===== src/rtl/button_conditioner_if.sv =====
// Button bundle between the board pins and the conditioner.
// The master side drives raw pins; the slave side (the conditioner) drives the clean outputs.
interface button_conditioner_if #(
  parameter int unsigned NUM_BTN = 5
);
  logic [NUM_BTN-1:0] btn_raw;
  logic [NUM_BTN-1:0] btn_level;
  logic [NUM_BTN-1:0] btn_press;
  logic [NUM_BTN-1:0] btn_release;
  logic [NUM_BTN-1:0] btn_repeat;

  modport master (
    output btn_raw,
    input  btn_level,
    input  btn_press,
    input  btn_release,
    input  btn_repeat
  );

  modport slave (
    input  btn_raw,
    output btn_level,
    output btn_press,
    output btn_release,
    output btn_repeat
  );
endinterface


===== src/rtl/button_conditioner.sv =====
// Per-button synchronizer, debouncer and auto-repeat strobe generator.
// Every channel has its own counters, so channels never interact.
module button_conditioner #(
  parameter int unsigned NUM_BTN       = 5,
  parameter int unsigned DB_CYCLES     = 1000000,
  parameter int unsigned REPEAT_DELAY  = 50000000,
  parameter int unsigned REPEAT_PERIOD = 10000000
) (
  input logic                 clk,
  input logic                 rst_n,
  button_conditioner_if.slave btn_if
);

  localparam int unsigned DbW    = $clog2(DB_CYCLES + 1);
  localparam int unsigned RepMax = (REPEAT_DELAY > REPEAT_PERIOD) ? REPEAT_DELAY : REPEAT_PERIOD;
  // The repeat counter only ever holds values up to RepMax-1.
  localparam int unsigned RepW   = (RepMax < 2) ? 1 : $clog2(RepMax);

  localparam logic [DbW-1:0]  DbLast     = DbW'(DB_CYCLES - 1);
  localparam logic [RepW-1:0] DelayLast  = RepW'((REPEAT_DELAY == 0) ? 0 : REPEAT_DELAY - 1);
  localparam logic [RepW-1:0] PeriodLast = RepW'((REPEAT_PERIOD == 0) ? 0 : REPEAT_PERIOD - 1);

  logic [NUM_BTN-1:0] sync1_q, sync2_q;
  logic [NUM_BTN-1:0] level_q, level_d;
  logic [NUM_BTN-1:0] press_q, press_d;
  logic [NUM_BTN-1:0] rel_q, rel_d;
  logic [NUM_BTN-1:0] repeat_q, repeat_d;
  logic [NUM_BTN-1:0] first_q, first_d;
  logic [DbW-1:0]     db_cnt_q  [NUM_BTN];
  logic [DbW-1:0]     db_cnt_d  [NUM_BTN];
  logic [RepW-1:0]    rep_cnt_q [NUM_BTN];
  logic [RepW-1:0]    rep_cnt_d [NUM_BTN];

  // Debounce and repeat next-state for every channel.
  always_comb begin
    level_d  = level_q;
    press_d  = '0;
    rel_d    = '0;
    repeat_d = '0;
    first_d  = first_q;
    for (int i = 0; i < NUM_BTN; i++) begin
      db_cnt_d[i]  = '0;
      rep_cnt_d[i] = '0;

      // Count consecutive cycles the synchronized input disagrees with the accepted level.
      if (sync2_q[i] != level_q[i]) begin
        if (db_cnt_q[i] == DbLast) begin
          level_d[i] = sync2_q[i];
          press_d[i] = sync2_q[i];
          rel_d[i]   = ~sync2_q[i];
        end else begin
          db_cnt_d[i] = db_cnt_q[i] + DbW'(1);
        end
      end

      // A release accepted this edge suppresses any repeat that would land on it.
      if (press_d[i]) begin
        repeat_d[i] = 1'b1;
        first_d[i]  = 1'b1;
      end else if (rel_d[i] || !level_q[i] || (REPEAT_DELAY == 0)) begin
        first_d[i] = 1'b0;
      end else if (first_q[i] && (rep_cnt_q[i] == DelayLast)) begin
        repeat_d[i] = 1'b1;
        first_d[i]  = 1'b0;
      end else if (!first_q[i] && (rep_cnt_q[i] == PeriodLast)) begin
        repeat_d[i] = 1'b1;
      end else begin
        rep_cnt_d[i] = rep_cnt_q[i] + RepW'(1);
      end
    end
  end

  // State registers, including the two-flop synchronizer on the raw pins.
  always_ff @(posedge clk or negedge rst_n) begin
    if (!rst_n) begin
      sync1_q  <= '0;
      sync2_q  <= '0;
      level_q  <= '0;
      press_q  <= '0;
      rel_q    <= '0;
      repeat_q <= '0;
      first_q  <= '0;
      for (int i = 0; i < NUM_BTN; i++) begin
        db_cnt_q[i]  <= '0;
        rep_cnt_q[i] <= '0;
      end
    end else begin
      sync1_q  <= btn_if.btn_raw;
      sync2_q  <= sync1_q;
      level_q  <= level_d;
      press_q  <= press_d;
      rel_q    <= rel_d;
      repeat_q <= repeat_d;
      first_q  <= first_d;
      for (int i = 0; i < NUM_BTN; i++) begin
        db_cnt_q[i]  <= db_cnt_d[i];
        rep_cnt_q[i] <= rep_cnt_d[i];
      end
    end
  end

  assign btn_if.btn_level   = level_q;
  assign btn_if.btn_press   = press_q;
  assign btn_if.btn_release = rel_q;
  assign btn_if.btn_repeat  = repeat_q;

endmodule


===== src/flat_wrapper.sv =====
// flat-port wrapper written by rule: the top's interface ports become plain ports
module button_conditioner_flat 
#(
  parameter int unsigned NUM_BTN       = 5,
  parameter int unsigned DB_CYCLES     = 1000000,
  parameter int unsigned REPEAT_DELAY  = 50000000,
  parameter int unsigned REPEAT_PERIOD = 10000000
)
  (clk, rst_n, btn_if_btn_raw, btn_if_btn_level, btn_if_btn_press, btn_if_btn_release, btn_if_btn_repeat);
  button_conditioner_if #(.NUM_BTN(NUM_BTN)) btn_if_i ();
  input logic clk;
  input logic rst_n;
  input wire logic [$bits(btn_if_i.btn_raw)-1:0] btn_if_btn_raw;
  output wire logic [$bits(btn_if_i.btn_level)-1:0] btn_if_btn_level;
  output wire logic [$bits(btn_if_i.btn_press)-1:0] btn_if_btn_press;
  output wire logic [$bits(btn_if_i.btn_release)-1:0] btn_if_btn_release;
  output wire logic [$bits(btn_if_i.btn_repeat)-1:0] btn_if_btn_repeat;
  assign btn_if_i.btn_raw = btn_if_btn_raw;
  assign btn_if_btn_level = btn_if_i.btn_level;
  assign btn_if_btn_press = btn_if_i.btn_press;
  assign btn_if_btn_release = btn_if_i.btn_release;
  assign btn_if_btn_repeat = btn_if_i.btn_repeat;
  button_conditioner #(.NUM_BTN(NUM_BTN), .DB_CYCLES(DB_CYCLES), .REPEAT_DELAY(REPEAT_DELAY), .REPEAT_PERIOD(REPEAT_PERIOD)) u_core (.clk(clk), .rst_n(rst_n), .btn_if(btn_if_i));
endmodule

===== config.mk =====
export PLATFORM = sky130hd
export DESIGN_NAME = button_conditioner_flat
export DESIGN_NICKNAME = d
export VERILOG_FILES = /design/src/rtl/button_conditioner_if.sv /design/src/rtl/button_conditioner.sv /design/src/flat_wrapper.sv
export SDC_FILE = /design/constraint.sdc
export NUM_CORES = 1
export LEC_CHECK = 0
export CORE_MARGIN = 2
export CORE_UTILIZATION = 35
export CTS_CLUSTER_DIAMETER = 200
export DETAILED_ROUTE_END_ITERATION = 6
export GPL_TIMING_DRIVEN = 0
export SETUP_SLACK_MARGIN = 0.1
export SKIP_LAST_GASP = 1
export SLEW_MARGIN = 20
export SYNTH_ARGS = -nofsm -noshare
export SYNTH_HDL_FRONTEND = slang
export SYNTH_SLANG_ARGS = --single-unit
export TNS_END_PERCENT = 30

===== constraint.sdc =====
create_clock -name clk -period 1.96 [get_ports clk]
set_input_delay 0.392 -clock clk [delete_from_list [all_inputs] [get_ports clk]]
set_output_delay 0.392 -clock clk [all_outputs]
set_load 0.01 [all_outputs]

Yosys cells after proc, flatten, opt, wreduce, memory -nomap -nowiden. Index checks and enable logic that the tools add are counted.

Bits in registers: 265. Logic and storage cells: 180.

Reduce and logical (&&, ||, !) cells: 35. Bitwise operators: 5. Add/sub/neg operators: 10. Eq/ne operators: 20. Muxes and demuxes: 85.

Operator list (number): 26-bit 2-to-1 mux (20); 20-bit 2-to-1 mux (10); 26-bit by 1-bit adder with 26-bit output (second input constant) (5); 26-bit by 24-bit equality test with 1-bit output (second input constant) (5); 26-bit equality test (second input constant) (5); 20-bit by 1-bit adder with 20-bit output (second input constant) (5); 20-bit equality test (second input constant) (5); 1-bit 2-to-1 mux (55); 3-bit nonzero test (5); 1-bit logical AND (10); 1-bit zero test (10); 2-bit AND reduction (5); 1-bit logical OR (5); 1-bit != test (5); 1-bit NOT (5).

Logic depth before layout (Yosys ltp). Gate-level depths: netlist of run 1.

Word-level depth: 6. Gate-level depth with buffers: 9. Mapped depth without buffers: 6.

Worst setup path before layout of run 1. No wires, ideal clock.

Kind: register -> register. Start point: register u_core.db_cnt_q[60] (netlist name). End point: register u_core.rep_cnt_q[85] (netlist name). Arrival time: 2037 ps. Stages on the path, launching flop included: 10. Library setup time: 72 ps. Required time: 1888 ps. Buffers on the path: 3. Path slack: -150 ps. Period minus slack after synthesis: 2110 ps. Cell sequence: dfrtp_1 > ha_1 > and3_1 > and3_1 > clkbuf_1 > and2_1 > a211o_1 > buf_2 > clkbuf_1 > nor2_1.

RTL lines: from (decl) (RTL line button_conditioner.sv:29) `logic [DbW-1:0] db_cnt_q [NUM_BTN];`; from (signal, indexed assignment) (RTL line button_conditioner.sv:96) `db_cnt_q[i] <= db_cnt_d[i];`; to (signal, indexed assignment) (RTL line button_conditioner.sv:97) `rep_cnt_q[i] <= rep_cnt_d[i];`; to (decl) (RTL line button_conditioner.sv:31) `logic [RepW-1:0] rep_cnt_q [NUM_BTN];`.

==> results of run 1 <==
## worst reg2reg max path, delay by kind of cell (launching register included)
kind,cells,cell delay [ps]
and+or+nand+nor,4,1240
AOI/OAI and AO/OA,1,160
buffers and inverters,2,270
DFF,1,390
## synth_stat cells, drive strengths merged (4+ instances only)
cell type	number	area (µm²)
nor2	267	1000
dfrtp	265	6630
xor2	121	1060
xnor2	94	823
nand3	88	453
nand2	69	262
nand4	67	419
and3	41	257
nor3	32	160
inv	31	116
nor4	31	194
and4	26	228
clkbuf	21	78.8
and2	15	93.8
ha	15	188
buf	14	98.8
a21oi	12	60.1
nor4b	9	78.8
nor4bb	8	80.1
nor3b	7	52.6
or4	7	56.3
or2	6	37.5
mux2i	4	40.0
nand4b	4	35.0
## final cells by class
cell class,count,area (µm²),area share (%)
Multi-Input combinational cell,945,6050,38.9
Timing Repair Buffer,72,777,5.00
Buffer,32,285,1.83
Inverter,31,116,0.748
Sequential cell,265,6640,42.7
Tap cell,461,577,3.71
Clock inverter,17,225,1.45
Clock buffer,39,886,5.70
## cell families after synthesis
family,Yosys count,share of synthesized area (%)
fa+ha+maj,15,1.48
mux,4,0.316
xor+xnor,215,14.8
compound gates,23,1.21
buf+inv,66,2.32
simple gates,688,27.6
flops,265,52.3
## power breakdown
part	internal, W	total [W]	leakage [nW]	switching, W
Clock	0.00384	0.00611	0.547	0.00227
Sequential	0.00551	0.00555	3.66	0.0000375
Combinational	0.0000914	0.000268	2.16	0.000177
## layout by cell type (no fill, tap or decap), types with 14 or more instances in the layout
cell               n
and2_1            14
and3_1            39
and4_1            25
buf_4             34
clkbuf_16         34
clkdlybuf4s50_1   25
dfrtp_1          261
inv_1             31
nand2_1           65
nand3_1           86
nand4_1           67
nor2_1           233
nor2_2            23
nor3_1            32
nor4_1            24
xnor2_1           94
xor2_1           121
## flip-flops by register name (all words and copies together) (netlist names)
register / flops
u_core.btn_if.btn_repeat: 5
u_core.db_cnt_q: 100
u_core.btn_if.btn_level: 5
u_core.sync1_q: 5
u_core.sync2_q: 5
u_core.btn_if.btn_press: 5
u_core.rep_cnt_q: 130
u_core.btn_if.btn_release: 5
u_core.first_q: 5
## worst min path at each step
stage | start | to | cells after the start
after floorplan | rst_n | u_core.btn_if.btn_level[0]$_DFFE_PN0P_ | 0
after global placement | u_core.sync1_q[2]$_DFF_PN0_ | u_core.sync2_q[2]$_DFF_PN0_ | 0
after detailed placement | rst_n | u_core.rep_cnt_q[21]$_DFF_PN0_ | 1
after CTS | btn_if_btn_raw[2] | u_core.sync1_q[2]$_DFF_PN0_ | 1
after global routing | btn_if_btn_raw[1] | u_core.sync1_q[1]$_DFF_PN0_ | 1
final | btn_if_btn_raw[2] | u_core.sync1_q[2]$_DFF_PN0_ | 1
## per-layer routing
metal | up-vias | part of all wire, % | global-route usage [%]
met2 | 110 | 46 | 22.0
met1 | 4516 | 49 | 19.0
li1 | 4560 | - | -
met3 | 31 | 3.0 | 2.06
met4 | 0 | 1.9 | 2.99
met5 | - | 0 | 0
## repair_timing
| item | 4_1_cts | 5_1_grt |
|---|---|---|
| hold endpoints to repair | 49 | 0 |
| hold buffers | 2 | 0 |
| gates resized for setup | 53 | 59 |
| setup buffers | 21 | 14 |
| gates cloned | 3 | 3 |
| pin swaps | 28 | 17 |
| setup endpoints to repair | 220 | 220 |
## through the flow
| stage | total power (W) | utilization (%) | hold WS, ps | cells |
|---|---|---|---|---|
| 6_report | 0.0119 | 43.6 | 287 | 1862 |
| 5_1_grt | 0.0124 | 43.6 | 285 | 1862 |
| 4_1_cts | 0.0121 | 42.6 | 254 | 1847 |
| 3_5_place_dp | 0.00588 | 38.4 | 332 | 1766 |
| 3_3_place_gp | 0.00586 | 38.1 | 333 | 1763 |
| 2_1_floorplan | 0.00571 | - | 96.4 | 1276 |
==> impl_metrics.ini, run 1 <==
[synth]
yosysWarnings = 0
syn-num-nets = 1298
ys_ff_latch = 265
syn_inst = 1276
synthArstFlopShare_pct = 100
synth_edf_count = 0
synth_seq_area_share_pct = 52.3
dominantRegCellSynth = dfrtp_1
netlist_area_um2 = 12700
synthDistinctLibCells = 46
syn-mean-instance-area_um2 = 9.95

[setup_path]
r2r-start = u_core.rep_cnt_q[120]$_DFF_PN0_
worstPathRequired_ps = 2400
crit_cells = 7
slowest_delay_ps = 520
cp-start-kind = flip-flop
arrival_ps = 2600
r2r_setup_slack_ps = -200
path_max_fanout = 5
crit_slowest_cell = or4bb_1
worstPathCellList = or4bb_1 > or4_4 > a21oi_4 > or3b_4 > buf_8 > clkbuf_16 > nor2_1
path_delay_family = simple AND/OR/NAND/NOR gates
crit_start = u_core.rep_cnt_q[120]$_DFF_PN0_
worstSetupEndpoint = u_core.rep_cnt_q[115]$_DFF_PN0_
criticalPathCategory = flip-flop to flip-flop
ff2ff_path_depth = 7
crit_path_end_kind = flip-flop
r2r-end = u_core.rep_cnt_q[115]$_DFF_PN0_
crit_buf_inv = 2

[finish]
fillers = 3368
num_antenna_cells = 0
design_area_um2 = 15600
drive_gt1_share_pct = 14.2
nets = 1400
area_growth_pct = 22.5

[drt]
ant_nets = 0
drt-wirelength-per-cell_um = 13.5
drtIter0Drc = 479
drt_pass1_iterations = 7
drt-vias-per-instance = 4.95
wl_um = 25200
drc = 0
num_vias = 9217

[sta]
period_needed_ps = 2160
post-route-period-util_pct = 110
max_freq_ghz = 0.463
report.final.setup_viol = 94
grt_setup_unrepaired = true
slew_headroom_pct = 52.9
fin_skew_ps = 13.6
slew_viol_final = 0
hold_viol_final = 0
worst_pin_slew_ps = 700
setup_tns_ps = -11230
setup_slack_ps = -199

[clock_network]
cts_tree = built
clk_pin_slew_ps = 60
clockBufferDepth = 3
htreeDepth = 1
cts.sinks = 265
cts_root_buf = clkbuf_16
clk_latency_ps = 550
cts_buffers = 31

[power]
power.density_nw_per_um2 = 766
p_leak_nw = 6.37
irDropWorstVdd_uv = 577

[global_route]
grt_pass1_vias = 9295
grt_pass1_wl_um = 44400
grt_remaining_overflow = 0
grt_max_degree = 99
antenna_found_initial = 0
grt_usage_pct = 13.5

[job]
drv_cap = 0

[place]
place_congestion = 0.803
pre_cts_slack_ps = -608
place_hpwl_um = 15900
portBuffers = 26
dpl_cell_area_um2 = 13700

[outcome]
status = finished, violations left
violations = setup timing

[hold_path]
hold_path.class = input pin to flip-flop

[floorplanning]
die_h_um = 194
coreArea_um2 = 35700
ios = 27
start_util_pct = 35.6
rows = 69
fp.dieArea_um2 = 37800
die_width_um = 194
Power figures use the tool's default switching activity.
==> inputs of run 2 (changes only) <==
Settings changed: MAX_ROUTING_LAYER set to met4.
==> impl_metrics.ini, run 2 (synthesis gave the netlist of run 1 again) <==
[outcome]
status = finished, violations left
violations = setup timing

[drt]
drc = 0
drt_pass1_iterations = 6
ant_nets = 0
drt-wirelength-per-cell_um = 13.5
drt-vias-per-instance = 4.95
num_vias = 9225
wl_um = 25200
drtIter0Drc = 530

[sta]
grt_setup_unrepaired = true
post-route-period-util_pct = 111
hold_viol_final = 0
slew_headroom_pct = 50.9
period_needed_ps = 2170
fin_skew_ps = 10.9
slew_viol_final = 0
setup_tns_ps = -11240
setup_slack_ps = -208
report.final.setup_viol = 94
max_freq_ghz = 0.461
worst_pin_slew_ps = 730

[setup_path]
crit_buf_inv = 2
slowest_delay_ps = 530
worstPathRequired_ps = 2400
cp-start-kind = flip-flop
crit_path_end_kind = flip-flop
r2r-end = u_core.rep_cnt_q[115]$_DFF_PN0_
crit_start = u_core.rep_cnt_q[120]$_DFF_PN0_
crit_cells = 7
ff2ff_path_depth = 7
crit_slowest_cell = or4bb_1
criticalPathCategory = flip-flop to flip-flop
worstSetupEndpoint = u_core.rep_cnt_q[115]$_DFF_PN0_
r2r-start = u_core.rep_cnt_q[120]$_DFF_PN0_
path_max_fanout = 5
r2r_setup_slack_ps = -210
arrival_ps = 2610
path_delay_family = simple AND/OR/NAND/NOR gates
worstPathCellList = or4bb_1 > or4_4 > a21oi_4 > or3b_4 > buf_8 > clkbuf_16 > nor2_1

[power]
p_switching_w = 0.00249
p_comb_share_pct = 2.3
power.density_nw_per_um2 = 766
internal_power_w = 0.00944
irDropWorstVdd_uv = 580
p_clk_share_pct = 51.2
p_leak_nw = 6.37
totalPowerFinal_w = 0.0119
switching_share_pct = 20.9
p_seq_share_pct = 46.5

[finish]
largest_register_ffs = 130
design_area_um2 = 15600
num_antenna_cells = 0
fin_util_pct = 43.7
area_growth_pct = 22.6
top_register = u_core.rep_cnt_q
fillers = 3366
multiInputGateArea_um2 = 6060
nets = 1400
top_regs = u_core.rep_cnt_q (130), u_core.db_cnt_q (100)
layout.cells.most_common = dfrtp_1
mostFrequentLayoutCells = 261 x dfrtp_1, 232 x nor2_1, 121 x xor2_1
drive_gt1_share_pct = 14.3
regArea_um2 = 6640

[global_route]
antenna_found_initial = 0
grt_max_degree = 99
grt_pass1_vias = 9289
grt_pass1_wl_um = 44400
grt_usage_pct = 13.9
grt_remaining_overflow = 0

[clock_network]
clockBufferDepth = 3
cts.sinks = 265
cts_buffers = 31
cts_tree = built
clk_pin_slew_ps = 60
cts_root_buf = clkbuf_16
htreeDepth = 1
clk_latency_ps = 550

[place]
pre_cts_slack_ps = -608
portBuffers = 26
place_hpwl_um = 15900
place_congestion = 0.815
dpl_cell_area_um2 = 13700

[floorplanning]
fp.dieArea_um2 = 37800
rows = 69
ios = 27
start_util_pct = 35.6
coreArea_um2 = 35700
die_h_um = 194
die_width_um = 194

[job]
drv_cap = 0

[hold_path]
hold_path.class = input pin to flip-flop
==> run 2: power groups by stage <==
stage / Sequential (W) / Clock, W / Combinational, W
finish: 0.00555 / 0.00611 / 0.000271
global route: 0.00555 / 0.00653 / 0.000314
CTS: 0.00554 / 0.00628 / 0.000253
detailed placement: 0.00564 / 0 / 0.000239
global placement: 0.00565 / 0 / 0.000214
floorplan: 0.00563 / 0 / 0.0000713
==> run 2: per-stage QoR <==
stage                     cells  hold slack, ps
after floorplan            1276            96.4
after global placement     1763             333
after detailed placement   1766             332
after CTS                  1847             254
after global routing       1862             285
final                      1862             286
==> run 2: routing by layer <==
metal	up-vias	global-route usage [%]	routed length [µm]	part of all wire [%]
met1	4537	19.0	12400	49
met5	-	-	0	0
li1	4558	-	-	-
met2	99	21.9	11700	46
met4	0	2.99	461	1.8
met3	31	2.06	698	2.8
==> run 2: timing repair <==
item                                   CTS  global route
pin swaps                               28            18
gates resized for setup                 53            62
gates cloned                             3             3
setup buffers                           21            14
hold buffers                             2             0
setup endpoints to repair              220           220
endpoints found under the hold margin   49             0
==> run 2: worst min-delay path by stage <==
stage / start / to / slack, ps / depth (start not counted)
4_1_cts: btn_if_btn_raw[2] / u_core.sync1_q[2]$_DFF_PN0_ / 250 / 1
2_1_floorplan: rst_n / u_core.btn_if.btn_level[0]$_DFFE_PN0P_ / 100 / 0
6_report: btn_if_btn_raw[2] / u_core.sync1_q[2]$_DFF_PN0_ / 290 / 1
3_5_place_dp: rst_n / u_core.rep_cnt_q[21]$_DFF_PN0_ / 330 / 1
5_1_grt: btn_if_btn_raw[1] / u_core.sync1_q[1]$_DFF_PN0_ / 280 / 1
3_3_place_gp: u_core.sync1_q[2]$_DFF_PN0_ / u_core.sync2_q[2]$_DFF_PN0_ / 330 / 0
==> run 2: final cells by class <==
type | count | area share (%)
plain buffers | 32 | 1.87
clock buffers | 39 | 5.69
clock inverters | 17 | 1.45
inverters | 31 | 0.748
multi-input cells | 945 | 38.9
flip-flops and latches | 265 | 42.6
well taps | 461 | 3.71
repair buffers | 72 | 4.99
